[src/rtl/pipe_stage_skid_reg.sv]
// pipe_stage_skid_reg
// Parametrised pipeline stage register with a valid/ready handshake.
// With SKID_EN=1 a second (skid) entry lets in_ready come straight from the
// state register, which cuts the combinational ready path through the stage.
// A flush kills every held entry plus any beat accepted in the same cycle.
// The payload registers keep their old contents, and kill_cnt counts the
// killed entries, saturating at its maximum.
module pipe_stage_skid_reg #(
    parameter int WIDTH   = 64,
    parameter int SKID_EN = 1,
    parameter int CNT_W   = 16
) (
    input  logic             clk,
    input  logic             reset,
    input  logic             flush,
    input  logic             in_valid,
    output logic             in_ready,
    input  logic [WIDTH-1:0] in_data,
    output logic             out_valid,
    input  logic             out_ready,
    output logic [WIDTH-1:0] out_data,
    output logic [CNT_W-1:0] kill_cnt
);

    typedef enum logic [1:0] {
        EMPTY = 2'd0,
        ONE   = 2'd1,
        TWO   = 2'd2
    } state_t;

    localparam int SUM_W = CNT_W + 2;
    localparam logic [CNT_W-1:0] CNT_MAX = {CNT_W{1'b1}};

    state_t           state_q, state_d;
    logic [WIDTH-1:0] main_q, main_d;
    logic [WIDTH-1:0] skid_q, skid_d;
    logic [CNT_W-1:0] killCnt_q, killCnt_d;
    logic             inFire;
    logic             outFire;
    logic [1:0]       occupancy;
    logic [1:0]       killed;
    logic [SUM_W-1:0] killSum;

    assign inFire   = in_valid & in_ready;
    assign outFire  = out_valid & out_ready;
    assign out_data = main_q;
    assign kill_cnt = killCnt_q;

    // State, payload and kill counter registers; reset wins over everything
    always_ff @(posedge clk) begin
        if (reset) begin
            state_q   <= EMPTY;
            main_q    <= '0;
            skid_q    <= '0;
            killCnt_q <= '0;
        end else begin
            state_q   <= state_d;
            main_q    <= main_d;
            skid_q    <= skid_d;
            killCnt_q <= killCnt_d;
        end
    end

    // Next state and payload moves; a flush empties the stage but keeps the data
    always_comb begin
        state_d = state_q;
        main_d  = main_q;
        skid_d  = skid_q;
        case (state_q)
            EMPTY: begin
                if (inFire) begin
                    state_d = ONE;
                    main_d  = in_data;
                end
            end
            ONE: begin
                if (inFire && outFire) begin
                    main_d = in_data;
                end else if (outFire) begin
                    state_d = EMPTY;
                end else if (inFire && (SKID_EN != 0)) begin
                    state_d = TWO;
                    skid_d  = in_data;
                end
            end
            TWO: begin
                if (outFire) begin
                    state_d = ONE;
                    main_d  = skid_q;
                end
            end
            default: begin
                state_d = EMPTY;
            end
        endcase
        if (flush) begin
            state_d = EMPTY;
            main_d  = main_q;
            skid_d  = skid_q;
        end
    end

    // Handshake outputs; the skid variant derives in_ready from state alone
    always_comb begin
        out_valid = (state_q != EMPTY);
        if (SKID_EN != 0) begin
            in_ready = (state_q != TWO);
        end else begin
            in_ready = out_ready | (state_q == EMPTY);
        end
    end

    // Entries killed by a flush this cycle, added to the counter with saturation
    always_comb begin
        case (state_q)
            ONE:     occupancy = 2'd1;
            TWO:     occupancy = 2'd2;
            default: occupancy = 2'd0;
        endcase
        killed    = occupancy + {1'b0, inFire} - {1'b0, outFire};
        killSum   = SUM_W'(killCnt_q) + SUM_W'(killed);
        killCnt_d = killCnt_q;
        if (flush) begin
            if (killSum > SUM_W'(CNT_MAX)) begin
                killCnt_d = CNT_MAX;
            end else begin
                killCnt_d = killSum[CNT_W-1:0];
            end
        end
    end

endmodule
[config.mk]
export PLATFORM = sky130hd
export DESIGN_NAME = pipe_stage_skid_reg
export DESIGN_NICKNAME = d
export VERILOG_FILES = /design/src/rtl/pipe_stage_skid_reg.sv
export SDC_FILE = /design/constraint.sdc
export NUM_CORES = 1
export LEC_CHECK = 0
export CORE_MARGIN = 3
export CORE_UTILIZATION = 51
export DETAILED_ROUTE_END_ITERATION = 8
export PLACE_DENSITY_LB_ADDON = 0.25
export SYNTH_ARGS = -nofsm -noshare
export SYNTH_HDL_FRONTEND = slang
export SYNTH_SLANG_ARGS = --single-unit
[constraint.sdc]
create_clock -name clk -period 4 [get_ports clk]
set_input_delay 1.2 -clock clk [delete_from_list [all_inputs] [get_ports clk]]
set_output_delay 1.2 -clock clk [all_outputs]
set_load 0.01 [all_outputs]
---- After elaboration in Yosys (flattened, before gate mapping) ----
Index checks and enable logic that the tools add are counted.
storage, ports and cells
  output and inout port bits .............. 82
  register bits after elaboration ......... 146
  input bits .............................. 69
operators by class
  bitwise logic cells ..................... 5
  reduce and logical (&&, ||, !) cells .... 8
  eq/ne operators ......................... 8
  add/sub/neg operators ................... 3
  $lt $le $gt $ge ......................... 1
  mux-type cells .......................... 12
operators with widths
  cell                  count
  $mux 64               3
  $pmux 64 s3           1
  $add 16x2->17         1
  $gt 17x16->1 const B  1
  $mux 16               1
  $mux 2                5
  $ne 2x2->1 const B    5
  $reduce_and 5->1      2
  $pmux 2 s3            1
  $pmux 2 s2            1
  $reduce_and 4->1      1
  $ne 3x3->1 const B    1
  $not 1->1             3
  $reduce_bool 3->1     1
  $add 2x1->2           1
  $and 1x1->1           2
  $eq 2x1->1 const B    1
  $eq 2x2->1 const B    1
  $logic_not 2->1       1
  $reduce_bool 2->1     1
  $reduce_or 2->1       1
  $sub 2x1->2           1
  $logic_and 1x1->1     1

---- Depth between registers and ports, before layout ----
  word-level depth ........................ 7
  depth in mapped cells ................... 14
  depth with buffers taken out ............ 13

---- Least setup slack after synthesis ----
OpenSTA, ideal clock, no wires.
  kind .................................... input -> register
  start ................................... input port out_ready
  end ..................................... register killCnt_q[3], in the netlist kill_cnt[3]
  setup time .............................. 0.092 ns
  data required time ...................... 3.908 ns
  path buffers ............................ 0
  slack ................................... 0.487 ns
  data arrival time ....................... 3.421 ns
  cell stages on the path ................. 12
  cells stage by stage .................... nand2_1 -> ha_1 -> inv_1 -> ha_1 -> xnor2_1 -> xor2_1 -> inv_1 -> fa_1 -> and4b_1 -> nand4_2 -> and2_1 -> nor4_1
on the way
  longest elaborated chain between the ends .. 5
RTL lines
  what                    line  text
  start: declaration      20    input logic out_ready,
  $and 1x1->1 (*)         45    assign outFire = out_valid & out_ready;
  $sub 2x1->2 (*)         120   killed = occupancy + {1'b0, inFire} - {1'b0, outFire};
  $add 16x2->17 (*)       121   killSum = SUM_W'(killCnt_q) + SUM_W'(killed);
  $gt 17x16->1            124   if (killSum > SUM_W'(CNT_MAX)) begin
  $mux 16 (*)             124
  end signal: assignment  60    killCnt_q <= killCnt_d;
  end: declaration        37    logic [CNT_W-1:0] killCnt_q, killCnt_d;
Mark *: on every way between the ends. The rest lies on a longest branch, timed or not.
A chain may end at the register's enable or synchronous reset.

---- Final worst setup path ----
  start ................................... input port out_ready
  end ..................................... register killCnt_q[11], in the netlist kill_cnt[11]
Same word-level chain as after synthesis.

==> impl_metrics.xml <==
<?xml version="1.0" encoding="UTF-8"?>
<metrics>
  <group name="outcome">
    <metric name="run_status" unit="">completed</metric>
  </group>
  <group name="power">
    <metric name="max-vdd-ir-drop" unit="uV">273.1</metric>
    <metric name="p_comb_share" unit="%">14.2</metric>
    <metric name="static_leakage_power" unit="nW">3.803</metric>
    <metric name="net-switching-power" unit="uW">858.5</metric>
    <metric name="cellPowerDensity" unit="mW/mm^2">369.4</metric>
    <metric name="clkPwrFrac" unit="%">40.8</metric>
    <metric name="p_sw_share" unit="%">25.17</metric>
    <metric name="total_power" unit="mW">3.410</metric>
    <metric name="cellInternalPower" unit="mW">2.552</metric>
    <metric name="seq_power_share" unit="%">45.0</metric>
  </group>
  <group name="worst_hold_path">
    <metric name="hold_path_startpoint" unit="">skid_q[23]</metric>
    <metric name="min-delay-path-class" unit="">reg -&gt; reg</metric>
  </group>
  <group name="routing">
    <metric name="postRouteWirelength" unit="mm">18.05</metric>
    <metric name="vias_per_cell" unit="">5.700</metric>
    <metric name="detail_route.wl_per_cell" unit="um">16.77</metric>
    <metric name="remaining_drc_errors" unit="">0</metric>
    <metric name="drtAntennaViolNets" unit="">0</metric>
    <metric name="detailroute.via_count" unit="">6133</metric>
    <metric name="drt_first_pass_iters" unit="">4</metric>
    <metric name="first_iter_violations" unit="">400</metric>
  </group>
  <group name="sta">
    <metric name="fin_ws" unit="ns">0.2055</metric>
    <metric name="period_needed" unit="ns">3.795</metric>
    <metric name="timing.hold.ws" unit="ns">0.4524</metric>
    <metric name="totalNegativeSetupSlack" unit="ns">0</metric>
    <metric name="max-slew-margin-rel" unit="%">53.20</metric>
    <metric name="worst_clock_skew" unit="ns">0.007487</metric>
    <metric name="rsz0062_at_grt" unit="">false</metric>
    <metric name="hold_violation_count_in_the_final_report" unit="">0</metric>
    <metric name="post-route-period-util" unit="%">94.86</metric>
    <metric name="slew_violations" unit="">0</metric>
    <metric name="report.final.setup_viol" unit="">0</metric>
    <metric name="timing.fmax" unit="MHz">263.5</metric>
    <metric name="timing_worst_slew_pin_value" unit="ns">0.7021</metric>
  </group>
  <group name="worst_setup_path">
    <metric name="worst-r2r-setup-slack" unit="ns">0.66</metric>
    <metric name="crit_buf_inv" unit="">4</metric>
    <metric name="critPathLaunch" unit="">out_ready</metric>
    <metric name="r2r-start" unit="">state_q[1]</metric>
    <metric name="worst-path-max-fanout" unit="">6</metric>
    <metric name="required" unit="ns">4.32</metric>
    <metric name="slowest_stage" unit="">sky130_fd_sc_hd__clkdlybuf4s50_1</metric>
    <metric name="critical_path.endpoint_type" unit="">register</metric>
    <metric name="critical-path-top-delay-family" unit="">adder cells</metric>
    <metric name="crit_path_start_kind" unit="">input pin</metric>
    <metric name="crit_chain" unit="">clkdlybuf4s50_1 -&gt; nand2_1 -&gt; ha_1 -&gt; inv_1 -&gt; ha_1 -&gt; xnor2_1 -&gt; xor2_1 -&gt; inv_1 -&gt; fa_1 -&gt; and4b_1 -&gt; nand4_4 -&gt; buf_4 -&gt; a311oi_1</metric>
    <metric name="critical_path_class" unit="">in -&gt; reg</metric>
    <metric name="timing.critical_path.slowest_cell_delay" unit="ns">0.48</metric>
    <metric name="critPathArrivalTime" unit="ns">4.11</metric>
  </group>
  <group name="job">
    <metric name="max_cap_violations" unit="">0</metric>
  </group>
  <group name="logic_synthesis">
    <metric name="synth_edf_count" unit="">0</metric>
    <metric name="asr_flop_ratio_synth" unit="%">0</metric>
    <metric name="synth_cell_types" unit="">44</metric>
    <metric name="ys_ff_latch" unit="">146</metric>
    <metric name="yosysWarningCount" unit="">0</metric>
    <metric name="post-synth-top-area-cell" unit="">sky130_fd_sc_hd__dfxtp_1</metric>
    <metric name="ys_dominant_reg_cell" unit="">sky130_fd_sc_hd__dfxtp_1</metric>
    <metric name="dominant_cells_by_area_after_synthesis" unit="">sky130_fd_sc_hd__dfxtp_1, sky130_fd_sc_hd__o41ai_2, sky130_fd_sc_hd__mux2i_1</metric>
    <metric name="synth.net_count" unit="">849</metric>
    <metric name="netlist.area_leader.share" unit="%">40.92</metric>
    <metric name="ys_seq_area_share" unit="%">40.92</metric>
    <metric name="post_synth_inst_count" unit="">774</metric>
    <metric name="avgSynthCellArea" unit="um^2">9.229</metric>
    <metric name="mappedNetlistArea" unit="mm^2">0.007143</metric>
  </group>
  <group name="die">
    <metric name="std_cell_rows" unit="">42</metric>
    <metric name="die-height" unit="um">124.3</metric>
    <metric name="initial_core_util" unit="%">53.10</metric>
    <metric name="fp.coreArea" unit="mm^2">0.01345</metric>
    <metric name="dieWidth" unit="um">124.3</metric>
    <metric name="die_area" unit="mm^2">0.01546</metric>
    <metric name="ios" unit="">151</metric>
  </group>
  <group name="grt">
    <metric name="grt_first_pass_wirelength" unit="mm">30.09</metric>
    <metric name="number_of_antenna_violations_at_the_first_check_in_global_routing" unit="">0</metric>
    <metric name="overflow" unit="">0</metric>
    <metric name="grt_use_met3" unit="%">5.918</metric>
    <metric name="first_global_vias" unit="">6004</metric>
    <metric name="groute.usage.overall" unit="%">23.07</metric>
    <metric name="grt_max_degree" unit="">71</metric>
    <metric name="grtUsageMet1" unit="%">29.76</metric>
    <metric name="globalRouteMet2Util" unit="%">37.18</metric>
    <metric name="grt_busiest_layer" unit="">met2</metric>
  </group>
  <group name="clocking">
    <metric name="cts-root-to-sink-buffers" unit="">2</metric>
    <metric name="cts_made_buffers" unit="">17</metric>
    <metric name="setup_buffers_after_cts" unit="">0</metric>
    <metric name="cts_tree" unit="">yes</metric>
    <metric name="clock_tree.root_cell" unit="">sky130_fd_sc_hd__clkbuf_16</metric>
    <metric name="number_of_levels_the_h_tree_was_split_into" unit="">4</metric>
    <metric name="clkTransAtPathRegs" unit="ns">0.06</metric>
    <metric name="clock_insertion_delay_worst_skew" unit="ns">0.42</metric>
    <metric name="number_of_sinks_driven_by_the_clock_tree" unit="">146</metric>
  </group>
  <group name="final_layout">
    <metric name="antenna-diode-count" unit="">0</metric>
    <metric name="finish.net_count" unit="">965</metric>
    <metric name="post_route_cells_drive_above_1_share" unit="%">12.67</metric>
    <metric name="fill_cells" unit="">1068</metric>
    <metric name="finished_layout_cell_area" unit="mm^2">0.009233</metric>
    <metric name="synthToLayoutAreaGrowth" unit="%">29.25</metric>
  </group>
  <group name="placed_design">
    <metric name="portBuffers" unit="">150</metric>
    <metric name="dp_hpwl" unit="mm">11.50</metric>
    <metric name="placed_area" unit="mm^2">0.008721</metric>
    <metric name="finalWeightedCongestion" unit="">0.8093</metric>
    <metric name="dp_worst_setup_slack" unit="ns">-0.2367</metric>
  </group>
</metrics>
-- worst min-delay path, stage by stage (launching register included) --
cell,delay [ns]
sky130_fd_sc_hd__dfxtp_1,0.31
sky130_fd_sc_hd__nand2_1,0.05
sky130_fd_sc_hd__a21oi_1,0.05
-- through the flow --
stage | util, % | std cells
floorplan | - | 774
global placement | 64.83 | 1047
detailed placement | 64.83 | 1047
CTS | 68.56 | 1076
global route | 68.63 | 1076
finish | 68.63 | 1076
-- repair_timing --
action,4_1_cts,5_1_grt
endpoints found under the setup margin,0,1
hold endpoints to repair,0,0
hold buffers,0,0
gates resized for setup,0,1
-- cells in the mapped netlist, types with 8 or more instances --
| cell type | instances |
|---|---|
| sky130_fd_sc_hd__o21ai_1 | 64 |
| sky130_fd_sc_hd__buf_2 | 27 |
| sky130_fd_sc_hd__o41ai_1 | 8 |
| sky130_fd_sc_hd__mux2i_1 | 66 |
| sky130_fd_sc_hd__inv_1 | 8 |
| sky130_fd_sc_hd__a21oi_1 | 74 |
| sky130_fd_sc_hd__dfxtp_1 | 146 |
| sky130_fd_sc_hd__nand2_1 | 134 |
| sky130_fd_sc_hd__nor2b_1 | 65 |
| sky130_fd_sc_hd__o41ai_2 | 56 |
| sky130_fd_sc_hd__nor2_1 | 14 |
| sky130_fd_sc_hd__clkbuf_1 | 31 |
-- final timing paths --
path | end | cells after the start
max reg2reg | kill_cnt[11] | 13
min reg2reg | skid_q[23] | 2
max | kill_cnt[11] | 13
min | skid_q[23] | 2
-- metal layers --
| layer | up-vias | share of wire (%) | wire length, um |
|---|---|---|---|
| li1 | 2992 | - | - |
| met1 | 2947 | 45 | 8048 |
| met2 | 168 | 48 | 8671 |
| met3 | 26 | 5.5 | 989 |
| met4 | 0 | 1.9 | 337 |
| met5 | - | 0 | 0 |
-- power by group through the flow --
stage                     Clock [mW]  Sequential [mW]  Combinational [mW]
after floorplan                    0             1.58               0.252
after global placement             0             1.56               0.473
after detailed placement           0             1.56               0.484
after CTS                       1.41             1.53               0.487
after global routing            1.47             1.54               0.523
final                           1.39             1.53               0.485
-- layout by cell type, fill, tap and decap left out, drive strengths merged, types with 14 or more instances in the layout --
master         count
o41ai             64
a21oi             74
clkbuf            23
clkdlybuf4s50    148
buf               24
dfxtp            146
nor2b             65
nor2              14
o21ai             64
nand2            134
mux2i             66
-- registers in the layout (all words and copies together), names as in the netlist --
signal    count
out_data     64
state_q       2
skid_q       64
kill_cnt     16
-- cell families after synthesis --
kind of cell | Yosys count | share of synthesized area [%]
flip-flops | 146 | 40.92
AO/OA/AOI/OAI | 222 | 25.64
XOR/XNOR | 2 | 0.2453
buffers and inverters | 83 | 5.728
AND/OR/NAND/NOR | 249 | 17.06
adder cells (fa/ha/maj) | 6 | 1.156
multiplexers | 66 | 9.249
-- area by class of cell --
class / instances / area, um^2 / area share (%)
sequential: 146 / 2923 / 31.66
timing repair buffer: 172 / 1719 / 18.62
clock inverter: 6 / 35.03 / 0.3795
tap: 176 / 220.2 / 2.385
clock buffer: 23 / 467.9 / 5.068
inverter: 8 / 30.03 / 0.3252
multi-input combinational: 545 / 3837 / 41.56
(Power assumes the default switching activity.)
